[config.mk]
export PLATFORM = sky130hd
export DESIGN_NAME = pcpu
export DESIGN_NICKNAME = d
export VERILOG_FILES = /design/src/rtl/pcpu.sv
export SDC_FILE = /design/constraint.sdc
export NUM_CORES = 2
export LEC_CHECK = 0
export BUFFER_PORTS_ARGS = -buffer_cell sky130_fd_sc_hd__buf_4
export CORE_MARGIN = 2
export CORE_UTILIZATION = 50
export CTS_BUF_LIST = sky130_fd_sc_hd__clkbuf_4
export DETAILED_ROUTE_END_ITERATION = 6
export PLACE_DENSITY = 0.76
export SYNTH_ARGS = -nofsm -noshare
export SYNTH_HDL_FRONTEND = slang
export SYNTH_SLANG_ARGS = --single-unit
[constraint.sdc]
create_clock -name clk -period 14.2 [get_ports clk]
set_input_delay 0 -clock clk [delete_from_list [all_inputs] [get_ports clk]]
set_output_delay 0 -clock clk [all_outputs]
set_load 0.01 [all_outputs]
[src/rtl/pcpu.sv]
// pcpu: 5-stage in-order MIPS-subset core (IF/ID/EX/MEM/WB) with Harvard memory ports.
// Latency: one instruction per clk; taken branch/jump costs 2 bubbles, load-use costs 1 bubble.
// Backpressure: none external; a load-use hazard holds PC and IF/ID for one cycle.
module pcpu #(
  parameter logic [31:0] RESET_PC = 32'h0000_0000
) (
  input  logic        clk,
  input  logic        rst,
  output logic [31:0] inst_addr,
  input  logic [31:0] inst_mem,
  output logic [31:0] data_addr,
  input  logic [31:0] data_mem,
  output logic        data_we,
  output logic [31:0] data_write
);

  typedef enum logic [2:0] {
    ALU_ADD, ALU_SUB, ALU_AND, ALU_OR, ALU_SLT, ALU_PASSB
  } alu_op_t;

  typedef struct packed {
    logic        vld;
    logic [31:0] pc4;
    logic [31:0] instr;
  } ifid_t;

  typedef struct packed {
    logic        vld;
    alu_op_t     alu_op;
    logic        use_imm;
    logic        reg_we;
    logic        is_lw;
    logic        is_sw;
    logic        is_beq;
    logic        is_bne;
    logic        is_j;
    logic [4:0]  rs;
    logic [4:0]  rt;
    logic [4:0]  dst;
    logic [31:0] rs_dat;
    logic [31:0] rt_dat;
    logic [31:0] imm;
    logic [31:0] pc4;
    logic [25:0] jaddr;
  } idex_t;

  typedef struct packed {
    logic        reg_we;
    logic        is_lw;
    logic        is_sw;
    logic [4:0]  dst;
    logic [31:0] alu;
    logic [31:0] st_dat;
  } exmem_t;

  typedef struct packed {
    logic        reg_we;
    logic [4:0]  dst;
    logic [31:0] wb_dat;
  } memwb_t;

  logic [31:0] pc;
  ifid_t       ifid;
  idex_t       idex, dec;
  exmem_t      exmem, ex_nxt;
  memwb_t      memwb;
  logic [31:0] rf [32];

  logic [5:0]  id_op, id_funct;
  logic [4:0]  id_rs, id_rt, id_rd;
  logic [15:0] id_imm;
  logic [31:0] rf_rs_dat, rf_rt_dat;
  logic [31:0] fwd_a, fwd_b, alu_b, alu_res, br_target;
  logic        redirect, stall;

  assign id_op     = ifid.instr[31:26];
  assign id_rs     = ifid.instr[25:21];
  assign id_rt     = ifid.instr[20:16];
  assign id_rd     = ifid.instr[15:11];
  assign id_funct  = ifid.instr[5:0];
  assign id_imm    = ifid.instr[15:0];

  // Register read with WB bypass so a same-cycle write is visible in ID; $0 always reads 0
  always_comb begin
    rf_rs_dat = rf[id_rs];
    rf_rt_dat = rf[id_rt];
    if (memwb.reg_we && memwb.dst == id_rs) rf_rs_dat = memwb.wb_dat;
    if (memwb.reg_we && memwb.dst == id_rt) rf_rt_dat = memwb.wb_dat;
    if (id_rs == 5'd0) rf_rs_dat = '0;
    if (id_rt == 5'd0) rf_rt_dat = '0;
  end

  // Decode the IF/ID word into ID/EX controls; unknown encodings decode to a write-free NOP
  always_comb begin
    dec        = '0;
    dec.vld    = ifid.vld;
    dec.rs     = id_rs;
    dec.rt     = id_rt;
    dec.dst    = id_rt;
    dec.rs_dat = rf_rs_dat;
    dec.rt_dat = rf_rt_dat;
    dec.imm    = {{16{id_imm[15]}}, id_imm};
    dec.pc4    = ifid.pc4;
    dec.jaddr  = ifid.instr[25:0];
    if (ifid.vld) begin
      case (id_op)
        6'h00: begin
          dec.dst    = id_rd;
          dec.reg_we = 1'b1;
          case (id_funct)
            6'h20:   dec.alu_op = ALU_ADD;
            6'h22:   dec.alu_op = ALU_SUB;
            6'h24:   dec.alu_op = ALU_AND;
            6'h25:   dec.alu_op = ALU_OR;
            6'h2A:   dec.alu_op = ALU_SLT;
            default: dec.reg_we = 1'b0;
          endcase
        end
        6'h08: begin dec.use_imm = 1'b1; dec.reg_we = 1'b1; dec.alu_op = ALU_ADD; end
        6'h0C: begin
          dec.use_imm = 1'b1; dec.reg_we = 1'b1; dec.alu_op = ALU_AND;
          dec.imm     = {16'h0, id_imm};
        end
        6'h0D: begin
          dec.use_imm = 1'b1; dec.reg_we = 1'b1; dec.alu_op = ALU_OR;
          dec.imm     = {16'h0, id_imm};
        end
        6'h0F: begin
          dec.use_imm = 1'b1; dec.reg_we = 1'b1; dec.alu_op = ALU_PASSB;
          dec.imm     = {id_imm, 16'h0};
        end
        6'h23: begin dec.use_imm = 1'b1; dec.reg_we = 1'b1; dec.is_lw = 1'b1; end
        6'h2B: begin dec.use_imm = 1'b1; dec.is_sw = 1'b1; end
        6'h04: dec.is_beq = 1'b1;
        6'h05: dec.is_bne = 1'b1;
        6'h02: dec.is_j   = 1'b1;
        default: ;
      endcase
    end
  end

  // A load in EX feeding either source of the ID instruction must wait one cycle for MEM data
  assign stall = idex.vld && idex.is_lw && ifid.vld &&
                 ((idex.dst == id_rs) || (idex.dst == id_rt));

  // EX operand forwarding: the younger EX/MEM result beats MEM/WB; $0 is never forwarded
  always_comb begin
    fwd_a = idex.rs_dat;
    fwd_b = idex.rt_dat;
    if (memwb.reg_we && memwb.dst != 5'd0 && memwb.dst == idex.rs) fwd_a = memwb.wb_dat;
    if (memwb.reg_we && memwb.dst != 5'd0 && memwb.dst == idex.rt) fwd_b = memwb.wb_dat;
    if (exmem.reg_we && exmem.dst != 5'd0 && exmem.dst == idex.rs) fwd_a = exmem.alu;
    if (exmem.reg_we && exmem.dst != 5'd0 && exmem.dst == idex.rt) fwd_b = exmem.alu;
  end

  assign alu_b = idex.use_imm ? idex.imm : fwd_b;

  // ALU, branch resolution and EX/MEM next-state
  always_comb begin
    case (idex.alu_op)
      ALU_ADD:   alu_res = fwd_a + alu_b;
      ALU_SUB:   alu_res = fwd_a - alu_b;
      ALU_AND:   alu_res = fwd_a & alu_b;
      ALU_OR:    alu_res = fwd_a | alu_b;
      ALU_SLT:   alu_res = {31'b0, $signed(fwd_a) < $signed(alu_b)};
      ALU_PASSB: alu_res = alu_b;
      default:   alu_res = '0;
    endcase
    redirect  = idex.vld && (idex.is_j ||
                             (idex.is_beq && fwd_a == fwd_b) ||
                             (idex.is_bne && fwd_a != fwd_b));
    br_target = idex.is_j ? {idex.pc4[31:28], idex.jaddr, 2'b00}
                          : idex.pc4 + {idex.imm[29:0], 2'b00};
    ex_nxt        = '0;
    ex_nxt.reg_we = idex.vld && idex.reg_we;
    ex_nxt.is_lw  = idex.vld && idex.is_lw;
    ex_nxt.is_sw  = idex.vld && idex.is_sw;
    ex_nxt.dst    = idex.dst;
    ex_nxt.alu    = alu_res;
    ex_nxt.st_dat = fwd_b;
  end

  // PC: redirect beats stall; otherwise advance one word per cycle
  always_ff @(posedge clk or negedge rst) begin
    if (!rst)          pc <= RESET_PC;
    else if (redirect) pc <= br_target;
    else if (!stall)   pc <= pc + 32'd4;
  end

  // IF/ID: flushed on redirect, held on stall
  always_ff @(posedge clk or negedge rst) begin
    if (!rst) begin
      ifid <= '0;
    end else if (redirect) begin
      ifid <= '0;
    end else if (!stall) begin
      ifid.vld   <= 1'b1;
      ifid.pc4   <= pc + 32'd4;
      ifid.instr <= inst_mem;
    end
  end

  // ID/EX: bubble on redirect or stall
  always_ff @(posedge clk or negedge rst) begin
    if (!rst)                  idex <= '0;
    else if (redirect || stall) idex <= '0;
    else                       idex <= dec;
  end

  // EX/MEM register
  always_ff @(posedge clk or negedge rst) begin
    if (!rst) exmem <= '0;
    else      exmem <= ex_nxt;
  end

  // MEM/WB register: loads capture the combinational data memory word
  always_ff @(posedge clk or negedge rst) begin
    if (!rst) begin
      memwb <= '0;
    end else begin
      memwb.reg_we <= exmem.reg_we;
      memwb.dst    <= exmem.dst;
      memwb.wb_dat <= exmem.is_lw ? data_mem : exmem.alu;
    end
  end

  // Register file write in WB; $0 is never written
  always_ff @(posedge clk or negedge rst) begin
    if (!rst) begin
      for (int i = 0; i < 32; i++) rf[i] <= '0;
    end else if (memwb.reg_we && memwb.dst != 5'd0) begin
      rf[memwb.dst] <= memwb.wb_dat;
    end
  end

  assign inst_addr  = pc;
  assign data_addr  = exmem.alu;
  assign data_write = exmem.st_dat;
  assign data_we    = exmem.is_sw;

endmodule

# Yosys cells after proc, flatten, opt, wreduce, memory -nomap -nowiden
# Cells that the tools add are included.
# W data, S select, Z words.
[word_totals] ff_bits=1411 wordCells=178
[classes] add_sub_neg=4 magnitude_cmp=5 eq_ne=30 mux=41 bitwise=5 n_reduce_logical=31
[ops] operator="$bwmux W1024" n=1
[ops] operator="$mux W32" n=19
[ops] operator="$bmux W32 S5" n=2
[ops] operator="$pmux W32 S6" n=1
[ops] operator="$mux W180" n=1
[ops] operator="$demux W32 S5" n=1
[ops] operator="$mux W65" n=2
[ops] operator="$add A32 B32 Y32" n=2
[ops] operator="$pmux W32 S2" n=1
[ops] operator="$eq A6 B6 Y1 const B" n=7
[ops] operator="$eq A5 B5 Y1" n=8
[ops] operator="$add A32 B3 Y32 const B" n=1
[ops] operator="$and A32 B32 Y32" n=1
[ops] operator="$eq A32 B32 Y1" n=1
[ops] operator="$lt A32 B32 Y1" n=1
[ops] operator="$ne A32 B32 Y1" n=1
[ops] operator="$or A32 B32 Y32" n=1
[ops] operator="$sub A32 B32 Y32" n=1
[ops] operator="$eq A6 B4 Y1 const B" n=4
[ops] operator="$pmux W3 S4" n=2
[ops] operator="$ge A6 B6 Y1 const B" n=3
[ops] operator="$not A5 Y6" n=3
[ops] operator="$logic_and A1 B1 Y1" n=17
[ops] operator="$eq A6 B3 Y1 const B" n=2
[ops] operator="other kinds (18)" n=33

# Logic depth before layout (Yosys ltp)
[logic_depth] depth_word=12 mapped_depth=26 depth_no_buf=23

# Worst setup path before layout
# OpenSTA, ideal clock, no wires.
[synth_path] kind="register -> register" startpoint="register exmem[65] (netlist bit)" endpoint="register exmem, in the netlist data_addr[26]" setup_time_ns=0.142 arrival_time_ns=5.628 required_ns=14.058 setup_slack_ns=8.430 stages_incl_launch_ff=25 path_buffers=4 period_less_slack_ns=5.770 cell_sequence="dfrtp_1 or4_1 o21ai_1 or3_1 clkbuf_1 buf_1 clkbuf_1 buf_1 a21oi_1 mux2i_1 inv_1 ha_1 nor2b_1 o21ai_0 a21boi_0 o211ai_1 a21boi_0 o21ai_0 a21boi_0 o41ai_1 o21ai_0 a2111oi_0 a211o_1 xor2_1 o221ai_1"
[synth_rtl] element="from (decl)" line="65" rtl="exmem_t exmem, ex_nxt;"
[synth_rtl] element="from (signal assigned)" line="213" rtl="else exmem <= ex_nxt;"

==> results.txt <==
- Final setup viols: 0
- Destination of the worst register-to-register timing path: data_addr[26]
* Worst slew slack as a fraction of its limit: 0.1331
- Min cycle time layout: 6866 ps
- Average vias per placed instance: between 6 and 7
- The detailed router placed approximately 55000 vias in this run.
- The region available for standard cell placement spans between 0.15 and 0.2 mm^2.
* Worst path slowest cell: sky130_fd_sc_hd__o41ai_1
* Rows: 144
* Number of global-route vias before repair: between 50000 and 60000
* Area share of the leading cell type in the synthesized netlist: 0.4512
- Detailed-routing iteration count for the pre-antenna-repair pass: 7
* Cell accounting for the most synthesized area: sky130_fd_sc_hd__dfrtp_1
- Placed inst area: 0.07999 mm^2
- Critical path type: reg -> reg
- The initial utilization of the core area, before any placement, comes to 0.5039.
- Overall power consumption: 9958 uW
- Crit end category: flip-flop
* Maxcap violations: 0
- Global-route usage over all layers: 0.2929
- In the synthesized netlist the dominant register cell turns out to be sky130_fd_sc_hd__dfrtp_1.
* Global-route wire length before repair: 349700 um
- The worst register-to-register path begins at memwb[36].
- The final reports fail on design-rule violations.
* RSZ-0062 raised after global routing: false
- Summed over all cells, the static leakage comes to 0.03940 uW.
- Proportion of layout cells with a drive suffix above 1: 0.3947
- Share of the yosys chip area belonging to registers: 0.4512
* Deepest level of the CTS H-tree: 5
- The run finished, with violations left.
- The share of total power dissipated in sequential elements is 0.475.
* Commonest cells in the synthesized netlist: sky130_fd_sc_hd__dfrtp_1, sky130_fd_sc_hd__mux2_2, sky130_fd_sc_hd__mux4_2, sky130_fd_sc_hd__clkbuf_1, sky130_fd_sc_hd__nor2_1
* Number of nets in the synthesized netlist: 6111
* Port Buffer Count: 162
* EDFF count, synth: 0
* Total congestion overflow: 0
- Data on the critical path is required at its endpoint by 15330 ps.
- After detailed routing, the number of remaining DRC violations is 4.
* Worst slack at placement: approximately 7600 ps
- Of all nets on the critical path, the largest fanout is 32.
* Worst hold path endpoint: memwb[2]
- Clock root buffer: sky130_fd_sc_hd__clkbuf_4
- On the final layout, the worst hold slack is about 110 ps.
- Critical Path Start Type: flip-flop
- For this design, the sink count on the clock tree is about 1400.
- The wire-length estimate of the detail-placed layout is 139500 um.
- In this run the cell area of the synthesized design comes to 0.07771 mm^2.
* Filler Cell Count: 12320
- In the final routed layout, each cell accounts on average for 27.67 um.
* Cell-by-cell trace of the critical path: nor3_2 -> a211o_1 -> nor2_4 -> buf_4 -> mux2i_1 -> a21oi_1 -> mux2i_1 -> inv_1 -> ha_1 -> inv_1 -> fa_1 -> nor2b_1 -> o21ai_0 -> a21boi_0 -> o211ai_1 -> a21boi_0 -> o21ai_0 -> a21boi_0 -> o41ai_1 -> o21ai_0 -> a2111oi_0 -> a211o_1 -> xor2_1 -> o221ai_1
* Worst min-delay path startpoint: data_mem[2]
- Total Die Area: ~0.16 mm^2
- Combined area of the multi-input logic cells: 0.03972 mm^2
- The sequential cells in the finished layout cover a total of ~0.035 mm^2.
- Of the total power, the share spent switching nets is 0.3136.
* Count of cells resized by post-cts repair: 0
- The die is ~400 um wide.
- Distinct cell type count after synthesis: 72
* Clk pin slew, worst setup/hold paths: about 80 ps
- FFs w/ async S/R, synth: 1.000
- Across the VDD grid, the largest voltage drop is 0.09641 mV.
- Final sum of negative setup slack: 0 ps
- Once detail routing completed, the nets flagged for antenna violations numbered 0.
* Final count of hold timing violations: 0
- Hold Crit Class: in -> reg
- On the worst path, the slowest cell contributes a delay of 670 ps.
* Switching pwr: around 3100 uW
* Setup WS post-layout: 7334 ps
* Number of nets in the finished design: 6280
* Die Height: 398.2 um
* Final cell area excluding filler cells: 0.08608 mm^2
- The number of pins with negative max-slew slack in the final report came to 0.
- Counting instances, the worst hold path has a depth of 4.
- TritonCTS built the clock tree.
- Entering global routing, the biggest net connects 174 pins.
* Weighted congestion at the end of routability-driven global placement: between 0.9 and 1
* DRT Wirelength: 231700 um
* Reg2Reg Setup Slack: approximately 7300 ps
- Post-Synthesis Cells: ~5900
- Combinational share of power: 0.185
- Post-synthesis average cell area: 13.15 um^2
- Flip-flop and latch count after synthesis: ~1400
- Share of total power in the clock network: 0.340
* Fin Clk Skew: 98.18 ps
* Top area cells in the synthesized netlist: sky130_fd_sc_hd__dfrtp_1, sky130_fd_sc_hd__mux4_2, sky130_fd_sc_hd__mux2_2, sky130_fd_sc_hd__mux2i_1, sky130_fd_sc_hd__ha_1
- The number of antenna violations at the first check in global routing is 3.
- Initial drt markers: approximately 6000
* Layout-stage area growth over the synthesis result: 10.77%
- Static timing analysis puts the maximum clock frequency at ~150 MHz.
* Pwr/cell area: around 120 mW/mm^2
* Clock Tree Buf Depth: 4
* Clock latency at the later pin of the worst-skew pair: 1360 ps
- Arrival time worst endpoint: 7990 ps
- Top-Level Pins: ~160
* Internal cell power: 6835 uW
- The number of cells on the worst reg-to-reg path is 24.
- Total clock buffers created by CTS: 366
- Count of synthesis-stage warnings from yosys: 0
- Yosys instantiated no cell more often than sky130_fd_sc_hd__dfrtp_1.
- Slew at the pin closest to its max-slew limit: 1292 ps
- Share of the clock period used by the worst path after layout: 0.4835
-- worst max path at each step --
| stage | from | to | slack [ps] | cells after the start |
|---|---|---|---|---|
| after floorplan | exmem[65] | data_addr[26] | 8430 | 24 |
| after global placement | memwb[34] | data_addr[26] | 7630 | 24 |
| after detailed placement | memwb[36] | data_addr[26] | 7560 | 24 |
| after CTS | memwb[36] | data_addr[26] | 7440 | 24 |
| after global routing | memwb[36] | data_addr[26] | 6670 | 24 |
| final | memwb[36] | data_addr[26] | 7330 | 24 |
-- state kept, by name, summed over array words and instances (netlist names) --
name	cells
data_write	32
exmem	7
rf	1024
idex	165
ex_nxt	5
id_op	6
memwb	38
data_addr	32
dec	59
inst_addr	32
data_we	1
-- routing by layer --
metal / vias to the layer above / part of all wire / track usage
li1: 22590 / - / -
met1: 28390 / 0.38 / 0.3842
met2: 3016 / 0.46 / 0.4549
met3: 684 / 0.095 / 0.06501
met4: 0 / 0.056 / 0.1604
met5: - / 0 / 0
-- per-stage QoR --
stage,std cells,utilization
floorplan,5911,-
global placement,7578,0.5186
detailed placement,7578,0.5186
CTS,8366,0.5581
global route,8371,0.5581
finish,8371,0.5581
-- critical path, delay by kind of cell (launching register included) --
kind                       cells  cell delay (ps)
AOI/OAI and AO/OA             13             3540
and+or+nand+nor                3              350
adders and majority gates      2              440
DFF                            1              650
buffers and inverters          3              700
xor gates and xnor gates       1              160
muxes                          2              740
-- what timing repair did --
action,CTS,global route
endpoints found under the hold margin,785,0
hold buffers,178,0
setup buffers,0,0
-- power groups by stage --
stage,logic (uW),registers [uW],clock network [uW]
final,1840,4730,3380
after CTS,1820,4710,3430
after global placement,1730,4760,0
after global routing,1990,4760,3650
after detailed placement,1760,4790,0
after floorplan,1310,4550,0
-- logic make-up after synthesis --
family / count (synthesis) / share of synthesized area
AND/OR/NAND/NOR: 768 / 0.04714
AO/OA/AOI/OAI: 851 / 0.07362
adder cells (fa/ha/maj): 134 / 0.02187
buffers and inverters: 777 / 0.04117
XOR/XNOR: 154 / 0.01736
flip-flops: 1401 / 0.4512
multiplexers: 1826 / 0.3477
-- placed cells by master (no fill, tap or decap), types with 10 or more instances in the layout --
cell type / synthesis / routed
sky130_fd_sc_hd__nor2b_1: 113 / 113
sky130_fd_sc_hd__xnor2_1: 109 / 109
sky130_fd_sc_hd__dfrtp_1: 1401 / 1387
sky130_fd_sc_hd__nor3_1: 38 / 36
sky130_fd_sc_hd__a211o_1: 10 / 10
sky130_fd_sc_hd__clkinv_1: 0 / 85
sky130_fd_sc_hd__dfrtp_4: 0 / 10
sky130_fd_sc_hd__a221oi_1: 31 / 31
sky130_fd_sc_hd__inv_1: 123 / 123
sky130_fd_sc_hd__nand4_1: 10 / 10
sky130_fd_sc_hd__o221ai_1: 42 / 42
sky130_fd_sc_hd__xor2_1: 45 / 45
sky130_fd_sc_hd__nor4_1: 16 / 16
sky130_fd_sc_hd__o21ai_0: 144 / 144
sky130_fd_sc_hd__o21bai_1: 16 / 16
sky130_fd_sc_hd__a21oi_1: 219 / 219
sky130_fd_sc_hd__a21o_1: 31 / 31
sky130_fd_sc_hd__a211oi_1: 135 / 135
sky130_fd_sc_hd__mux2i_1: 204 / 204
sky130_fd_sc_hd__dlygate4sd3_1: 0 / 177
sky130_fd_sc_hd__a221o_1: 33 / 33
sky130_fd_sc_hd__nand3_1: 44 / 42
sky130_fd_sc_hd__mux2_2: 1026 / 1026
sky130_fd_sc_hd__nand2_1: 216 / 201
sky130_fd_sc_hd__o211ai_1: 26 / 26
sky130_fd_sc_hd__mux4_2: 596 / 596
sky130_fd_sc_hd__clkbuf_4: 0 / 507
sky130_fd_sc_hd__nand2_2: 0 / 15
sky130_fd_sc_hd__o21a_1: 39 / 39
sky130_fd_sc_hd__and3_1: 18 / 18
sky130_fd_sc_hd__ha_1: 131 / 131
sky130_fd_sc_hd__nor2_1: 222 / 203
sky130_fd_sc_hd__a31oi_1: 11 / 10
sky130_fd_sc_hd__buf_4: 67 / 271
sky130_fd_sc_hd__nor3b_1: 12 / 12
sky130_fd_sc_hd__o22ai_1: 20 / 20
sky130_fd_sc_hd__a22o_1: 37 / 37
sky130_fd_sc_hd__nand2b_1: 20 / 20
sky130_fd_sc_hd__and2_1: 22 / 22
sky130_fd_sc_hd__nor2_4: 0 / 18
-- area by class of cell --
type | instances | area share
clock inverters | 103 | 0.005538
diodes | 5 | 0.0001454
well taps | 2044 | 0.02971
repair buffers | 454 | 0.04579
inverters | 124 | 0.005407
clock buffers | 507 | 0.04422
multi-input cells | 3733 | 0.4614
flip-flops and latches | 1401 | 0.4078
Power figures use the tool's default switching activity.
